**src/rtl/gate_bank_pkg.sv**
```systemverilog
// gate_bank_pkg: shared definitions for the gate_bank codebase slice.
//   - 3-bit mode type and the mode-code constants MODE_AND .. MODE_HOLD
//   - gate_eval(): the pure per-channel gate function, including HOLD,
//     which returns the channel's current output unchanged.
package gate_bank_pkg;

  typedef logic [2:0] mode_t;

  localparam mode_t MODE_AND  = 3'd0;
  localparam mode_t MODE_OR   = 3'd1;
  localparam mode_t MODE_XOR  = 3'd2;
  localparam mode_t MODE_NAND = 3'd3;
  localparam mode_t MODE_NOR  = 3'd4;
  localparam mode_t MODE_XNOR = 3'd5;
  localparam mode_t MODE_PASS = 3'd6;
  localparam mode_t MODE_HOLD = 3'd7;

  function automatic logic gate_eval(mode_t mode, logic a, logic b, logic y_prev);
    logic y;
    case (mode)
      MODE_AND:  y = a & b;
      MODE_OR:   y = a | b;
      MODE_XOR:  y = a ^ b;
      MODE_NAND: y = ~(a & b);
      MODE_NOR:  y = ~(a | b);
      MODE_XNOR: y = ~(a ^ b);
      MODE_PASS: y = a;
      default:   y = y_prev;
    endcase
    return y;
  endfunction

endpackage

```
**src/rtl/gate_bank_if.sv**
```systemverilog
// gate_bank_if: bundles the gate data path and the serial configuration port.
//   A, B       gate inputs, bit i belongs to channel i
//   Y          registered gate outputs
//   CFG_SHIFT  shift CFG_DIN into the shadow register
//   CFG_DIN    serial configuration data
//   CFG_LATCH  commit shadow to the active mode register
//   CFG_ERR    sticky flag: last latch had a wrong bit count
// master = stimulus side, slave = gate_bank.
interface gate_bank_if #(
  parameter int CHANNELS = 4
);
  logic [CHANNELS-1:0] A;
  logic [CHANNELS-1:0] B;
  logic [CHANNELS-1:0] Y;
  logic                CFG_SHIFT;
  logic                CFG_DIN;
  logic                CFG_LATCH;
  logic                CFG_ERR;

  modport master (
    output A, B, CFG_SHIFT, CFG_DIN, CFG_LATCH,
    input  Y, CFG_ERR
  );

  modport slave (
    input  A, B, CFG_SHIFT, CFG_DIN, CFG_LATCH,
    output Y, CFG_ERR
  );
endinterface

```
**src/rtl/gate_cfg_shifter.sv**
```systemverilog
// gate_cfg_shifter: serial configuration loader for gate_bank.
//   clk, rst   clock, synchronous active-high reset
//   cfg_shift  shift cfg_din into bit 0 of the shadow register (shift left)
//   cfg_din    serial data; first bit shifted in ends up as the MSB
//   cfg_latch  commit shadow -> active if exactly 3*CHANNELS bits were shifted
//   modes      active mode vector, channel i uses bits [3i+2:3i]
//   cfg_err    sticky: set by a latch with the wrong count, cleared by a good one
module gate_cfg_shifter
  import gate_bank_pkg::*;
#(
  parameter int CHANNELS = 4
) (
  input  logic                  clk,
  input  logic                  rst,
  input  logic                  cfg_shift,
  input  logic                  cfg_din,
  input  logic                  cfg_latch,
  output logic [3*CHANNELS-1:0] modes,
  output logic                  cfg_err
);

  localparam int NBITS = 3 * CHANNELS;
  localparam int CNT_W = $clog2(NBITS + 1);
  localparam logic [CNT_W-1:0] CNT_FULL = CNT_W'(NBITS);

  logic [NBITS-1:0] shadow;
  logic [NBITS-1:0] active;
  logic [CNT_W-1:0] bit_cnt;

  // Latch has priority over shift; the count checked is the pre-edge value.
  // The counter saturates so over-long loads still commit the last NBITS bits.
  always_ff @(posedge clk) begin
    if (rst) begin
      shadow  <= '0;
      active  <= '0;
      bit_cnt <= '0;
      cfg_err <= 1'b0;
    end else if (cfg_latch) begin
      bit_cnt <= '0;
      if (bit_cnt == CNT_FULL) begin
        active  <= shadow;
        cfg_err <= 1'b0;
      end else begin
        cfg_err <= 1'b1;
      end
    end else if (cfg_shift) begin
      shadow <= {shadow[NBITS-2:0], cfg_din};
      if (bit_cnt != CNT_FULL) begin
        bit_cnt <= bit_cnt + 1'b1;
      end
    end
  end

  assign modes = active;

endmodule

```
**src/rtl/gate_bank.sv**
```systemverilog
// gate_bank: CHANNELS independent 2-input gates with registered outputs and a
// run-time selectable function per channel (AND/OR/XOR/NAND/NOR/XNOR/PASS/HOLD).
// After reset every channel is AND, so the default part acts as a clocked 74x08.
//   CLK   sole clock, rising edge
//   RST   synchronous, active-high reset (outputs 0, all modes AND)
//   bus   gate_bank_if slave: A, B, Y, CFG_SHIFT, CFG_DIN, CFG_LATCH, CFG_ERR
// CHANNELS legal range is 1..16.
module gate_bank
  import gate_bank_pkg::*;
#(
  parameter int CHANNELS = 4
) (
  input  logic        CLK,
  input  logic        RST,
  gate_bank_if.slave  bus
);

  logic [3*CHANNELS-1:0] modes;
  logic [CHANNELS-1:0]   y_vec;

  gate_cfg_shifter #(
    .CHANNELS (CHANNELS)
  ) u_cfg (
    .clk       (CLK),
    .rst       (RST),
    .cfg_shift (bus.CFG_SHIFT),
    .cfg_din   (bus.CFG_DIN),
    .cfg_latch (bus.CFG_LATCH),
    .modes     (modes),
    .cfg_err   (bus.CFG_ERR)
  );

  for (genvar i = 0; i < CHANNELS; i++) begin : g_ch
    mode_t mode_ch;
    logic  y_p0;

    assign mode_ch = modes[3*i +: 3];

    // Output register: uses the mode as it stands before this edge, so a
    // latch at edge k affects the sample taken at edge k+1.
    always_ff @(posedge CLK) begin
      if (RST) begin
        y_p0 <= 1'b0;
      end else begin
        y_p0 <= gate_eval(mode_ch, bus.A[i], bus.B[i], y_p0);
      end
    end

    assign y_vec[i] = y_p0;
  end

  assign bus.Y = y_vec;

endmodule

```
**src/flat_wrapper.sv**
```systemverilog
// flat-port wrapper written by rule: the top's interface ports become plain ports
module gate_bank_flat import gate_bank_pkg::*;
#(
  parameter int CHANNELS = 4
)
  (CLK, RST, bus_A, bus_B, bus_CFG_SHIFT, bus_CFG_DIN, bus_CFG_LATCH, bus_Y, bus_CFG_ERR);
  gate_bank_if #(.CHANNELS(CHANNELS)) bus_i ();
  input  logic CLK;
  input  logic RST;
  input wire logic [$bits(bus_i.A)-1:0] bus_A;
  input wire logic [$bits(bus_i.B)-1:0] bus_B;
  input wire logic [$bits(bus_i.CFG_SHIFT)-1:0] bus_CFG_SHIFT;
  input wire logic [$bits(bus_i.CFG_DIN)-1:0] bus_CFG_DIN;
  input wire logic [$bits(bus_i.CFG_LATCH)-1:0] bus_CFG_LATCH;
  output wire logic [$bits(bus_i.Y)-1:0] bus_Y;
  output wire logic [$bits(bus_i.CFG_ERR)-1:0] bus_CFG_ERR;
  assign bus_i.A = bus_A;
  assign bus_i.B = bus_B;
  assign bus_i.CFG_SHIFT = bus_CFG_SHIFT;
  assign bus_i.CFG_DIN = bus_CFG_DIN;
  assign bus_i.CFG_LATCH = bus_CFG_LATCH;
  assign bus_Y = bus_i.Y;
  assign bus_CFG_ERR = bus_i.CFG_ERR;
  gate_bank #(.CHANNELS(CHANNELS)) u_core (.CLK(CLK), .RST(RST), .bus(bus_i));
endmodule
```
**config.mk**
```make
export PLATFORM = sky130hd
export DESIGN_NAME = gate_bank_flat
export DESIGN_NICKNAME = d
export VERILOG_FILES = /design/src/rtl/gate_bank_pkg.sv /design/src/rtl/gate_bank_if.sv /design/src/rtl/gate_cfg_shifter.sv /design/src/rtl/gate_bank.sv /design/src/flat_wrapper.sv
export SDC_FILE = /design/constraint.sdc
export NUM_CORES = 1
export LEC_CHECK = 0
export CAP_MARGIN = 20
export CORE_MARGIN = 1
export CORE_UTILIZATION = 60
export CTS_BUF_LIST = sky130_fd_sc_hd__clkbuf_16
export CTS_CLUSTER_SIZE = 20
export DETAILED_ROUTE_END_ITERATION = 10
export GPL_ROUTABILITY_DRIVEN = 0
export PLACE_DENSITY = 0.84
export SETUP_SLACK_MARGIN = 0.15
export SKIP_CTS_REPAIR_TIMING = 1
export SLEW_MARGIN = 20
export SYNTH_ARGS = -nofsm -noshare
export SYNTH_HDL_FRONTEND = slang
export SYNTH_SLANG_ARGS = --single-unit
```
**constraint.sdc**
```tcl
create_clock -name CLK -period 3.6 [get_ports CLK]
set_input_delay 0.72 -clock CLK [delete_from_list [all_inputs] [get_ports CLK]]
set_output_delay 0.72 -clock CLK [all_outputs]
set_load 0.01 [all_outputs]
```
==> out/qor.csv <==
metric,value,unit
Die Y,55.35,um
crit start category,input pin,
Worst Slack Setup Final,1.634,ns
ant diodes,0,
# fillers,182,
VDD IR max,0.3976,mV
Core Area,2590,um2
leak pwr,0.7399,nW
RR Startpoint,u_core.u_cfg.bit_cnt[0]$_SDFFE_PP0P_,
Worst Hold Launch,u_core.u_cfg.shadow[11]$_SDFFE_PP0P_,
Overall Power,822.9,uW
Ports,18,
Synth Register Bits,33,
"Period Utilization, post-route",0.5461,
Max Cap Viol,0,
worst hold slack,0.4632,ns
CTS H-tree depth,2,
Die Wd,55.35,um
crit end category,flip-flop,
achievable frequency,0.5087,GHz
RR Endpoint,u_core.u_cfg.modes[2]$_SDFFE_PP0P_,
Post-Layout Inst Area,1989,um2
Buffers on Ports,17,
clk slew on worst S/H paths,0.05,ns
Syn-to-layout area delta,16.48,%
Layout Nets,241,
Placement Rows,18,
"Data required, critical path",3.75,ns
synth unique cells,32,
skew final,0.003313,ns
share of post-route cells with drive strength above 1,0.1005,
TritonCTS Buffers,5,
wire length per cell,13.73,um
initial DRC count,43,
most frequent cells in the layout,"nand2_1, dfxtp_1, inv_1, a21oi_1, clkdlybuf4s50_1",
CP max FO,12,
initial antenna violation count,0,
Final ANT Viol Nets,0,
Sink Count,33,
vias in the first global route,1390,
Hold/Removal Path Class,reg2reg,
sequential area share after synthesis,0.3868,
die outline area,3064,um2
hold-critical path endpoint,u_core.u_cfg.modes[11]$_SDFFE_PP0P_,
Post-Syn Nets,227,
routed vias,1412,
first-pass GRT wire length,5871,um
Bufs on Longest Clock Path,2,
Pre-Repair DR Iteration Count,4,
# DRC,0,
Syn Area/Cell,8.372,um2
Slew Limit Fails,0,
vias per cell,5.671,
CTS tree,yes,
GRT Util Overall,0.2407,
"most common cell after layout, fill and taps aside",nand2_1,
Hold Crit Depth,2,
Post-Syn Instances,204,
dpl cell area,1853,um2
pre-CTS setup slack,1.370,ns
max_slew headroom,0.6501,
Post-Synthesis Cell Area,1708,um2
GRT overflow,0,
Initial Util,0.6594,
crit path DAT,2.12,ns
final hold vios,0,
final setup fails,0,
WS Path Type,in2reg,
synth warn,0,
clk root buf,clkbuf_16,
setup_tns,0,ns
Register-to-Register Path Depth,5,
Skew-Pair Late Insertion Delay,0.27,ns
largest net degree at the start of global routing,23,
Tmin final,1.966,ns
PD cells,413.6,nW/um2
worst-margin pin slew,0.5232,ns
outcome,completed,
Post-DP HPWL,2376,um
"setup slack, reg-to-reg",2.03,ns
RSZ-0062 raised after global routing,false,
WL final,3419,um
[cells in the mapped netlist]
library cell | instances | area [um2]
o21ai_0 | 2 | 10.01
buf_6 | 1 | 11.26
o31ai_1 | 1 | 7.510
o211ai_1 | 4 | 30.03
buf_2 | 2 | 10.01
mux2_2 | 4 | 45.04
nor2_1 | 2 | 7.510
buf_4 | 5 | 37.54
a21oi_2 | 9 | 78.83
inv_1 | 16 | 60.06
nand2_1 | 51 | 191.4
a41oi_1 | 4 | 35.03
o211a_1 | 4 | 40.04
nand3_1 | 4 | 20.02
mux2i_1 | 8 | 80.08
a21oi_1 | 18 | 90.09
o41ai_1 | 1 | 8.760
and4_4 | 1 | 11.26
or3_1 | 1 | 6.260
and2b_1 | 1 | 7.510
ha_1 | 10 | 125.1
nand2_2 | 1 | 6.260
or2_4 | 1 | 8.760
and3_1 | 1 | 6.260
nor3_1 | 1 | 5.000
nand2b_1 | 5 | 31.28
nand4_1 | 1 | 6.260
nor2b_1 | 8 | 50.05
dfxtp_1 | 33 | 660.6
o311ai_1 | 1 | 8.760
buf_1 | 1 | 3.750
clkbuf_1 | 2 | 7.510
[logic make-up (layout without fill, tap and decap cells)]
kind of cell             after synthesis  after routing  synth area share
adder cells (fa/ha/maj)               10             10           0.07326
AND/OR/NAND/NOR                       78             78            0.2095
flip-flops                            33             33            0.3868
multiplexers                          12             12           0.07326
buffers and inverters                 27             42           0.07619
AO/OA/AOI/OAI                         44             44            0.1810
[per-layer routing]
| layer | up-vias | GRT usage | part of all wire |
|---|---|---|---|
| li1 | 710 | - | - |
| met1 | 659 | 0.2680 | 0.43 |
| met2 | 36 | 0.4303 | 0.52 |
| met3 | 7 | 0.06792 | 0.041 |
| met4 | 0 | 0.09286 | 0.011 |
| met5 | - | 0 | 0 |
[sequential cells by signal (all words and copies together), names as in the netlist]
name                  cells
u_core.u_cfg.cfg_err      1
u_core.u_cfg.bit_cnt      4
u_core.u_cfg.modes       12
u_core.u_cfg.shadow      12
u_core.g_ch.y_p0          4
[final cells by class]
type	instances	area, um2	area share
clock buffer	5	125.1	0.06289
clock inverter	3	11.26	0.005660
inverter	16	60.06	0.03019
multi-input combinational	144	917.1	0.4610
sequential	33	660.6	0.3321
tap	30	37.54	0.01887
timing repair buffer	18	177.7	0.08931
[worst max-delay path, cell delays in order]
cell and delay (ns):
clkdlybuf4s50_1 0.57, nand4_1 0.47, nand2_1 0.27, a21oi_2 0.08
[report_power, final]
group	leakage, nW	internal (mW)	switching (mW)
combinational	0.395	0.0327	0.0331
sequential	0.267	0.370	0.00268
clock	0.0776	0.248	0.137
[worst max-delay path by stage]
stage | cells past startpoint | slack, ns | to | from
2_1_floorplan | 5 | 2.08 | u_core.g_ch[0].y_p0$_SDFFE_PP0P_ | bus_B[0]
3_3_place_gp | 5 | 1.40 | u_core.u_cfg.bit_cnt[3]$_SDFFE_PP0P_ | RST
3_5_place_dp | 4 | 1.37 | u_core.u_cfg.modes[8]$_SDFFE_PP0P_ | bus_CFG_LATCH
4_1_cts | 4 | 1.65 | u_core.u_cfg.modes[2]$_SDFFE_PP0P_ | bus_CFG_LATCH
5_1_grt | 4 | 1.46 | u_core.u_cfg.modes[6]$_SDFFE_PP0P_ | bus_CFG_LATCH
6_report | 4 | 1.63 | u_core.u_cfg.modes[2]$_SDFFE_PP0P_ | bus_CFG_LATCH
[metrics by stage]
step / utilization / instances
global route: 0.7681 / 249
floorplan: - / 204
finish: 0.7681 / 249
CTS: 0.7681 / 249
global placement: 0.7155 / 241
detailed placement: 0.7155 / 241
Note: power is estimated with default switching activity, not from simulation.
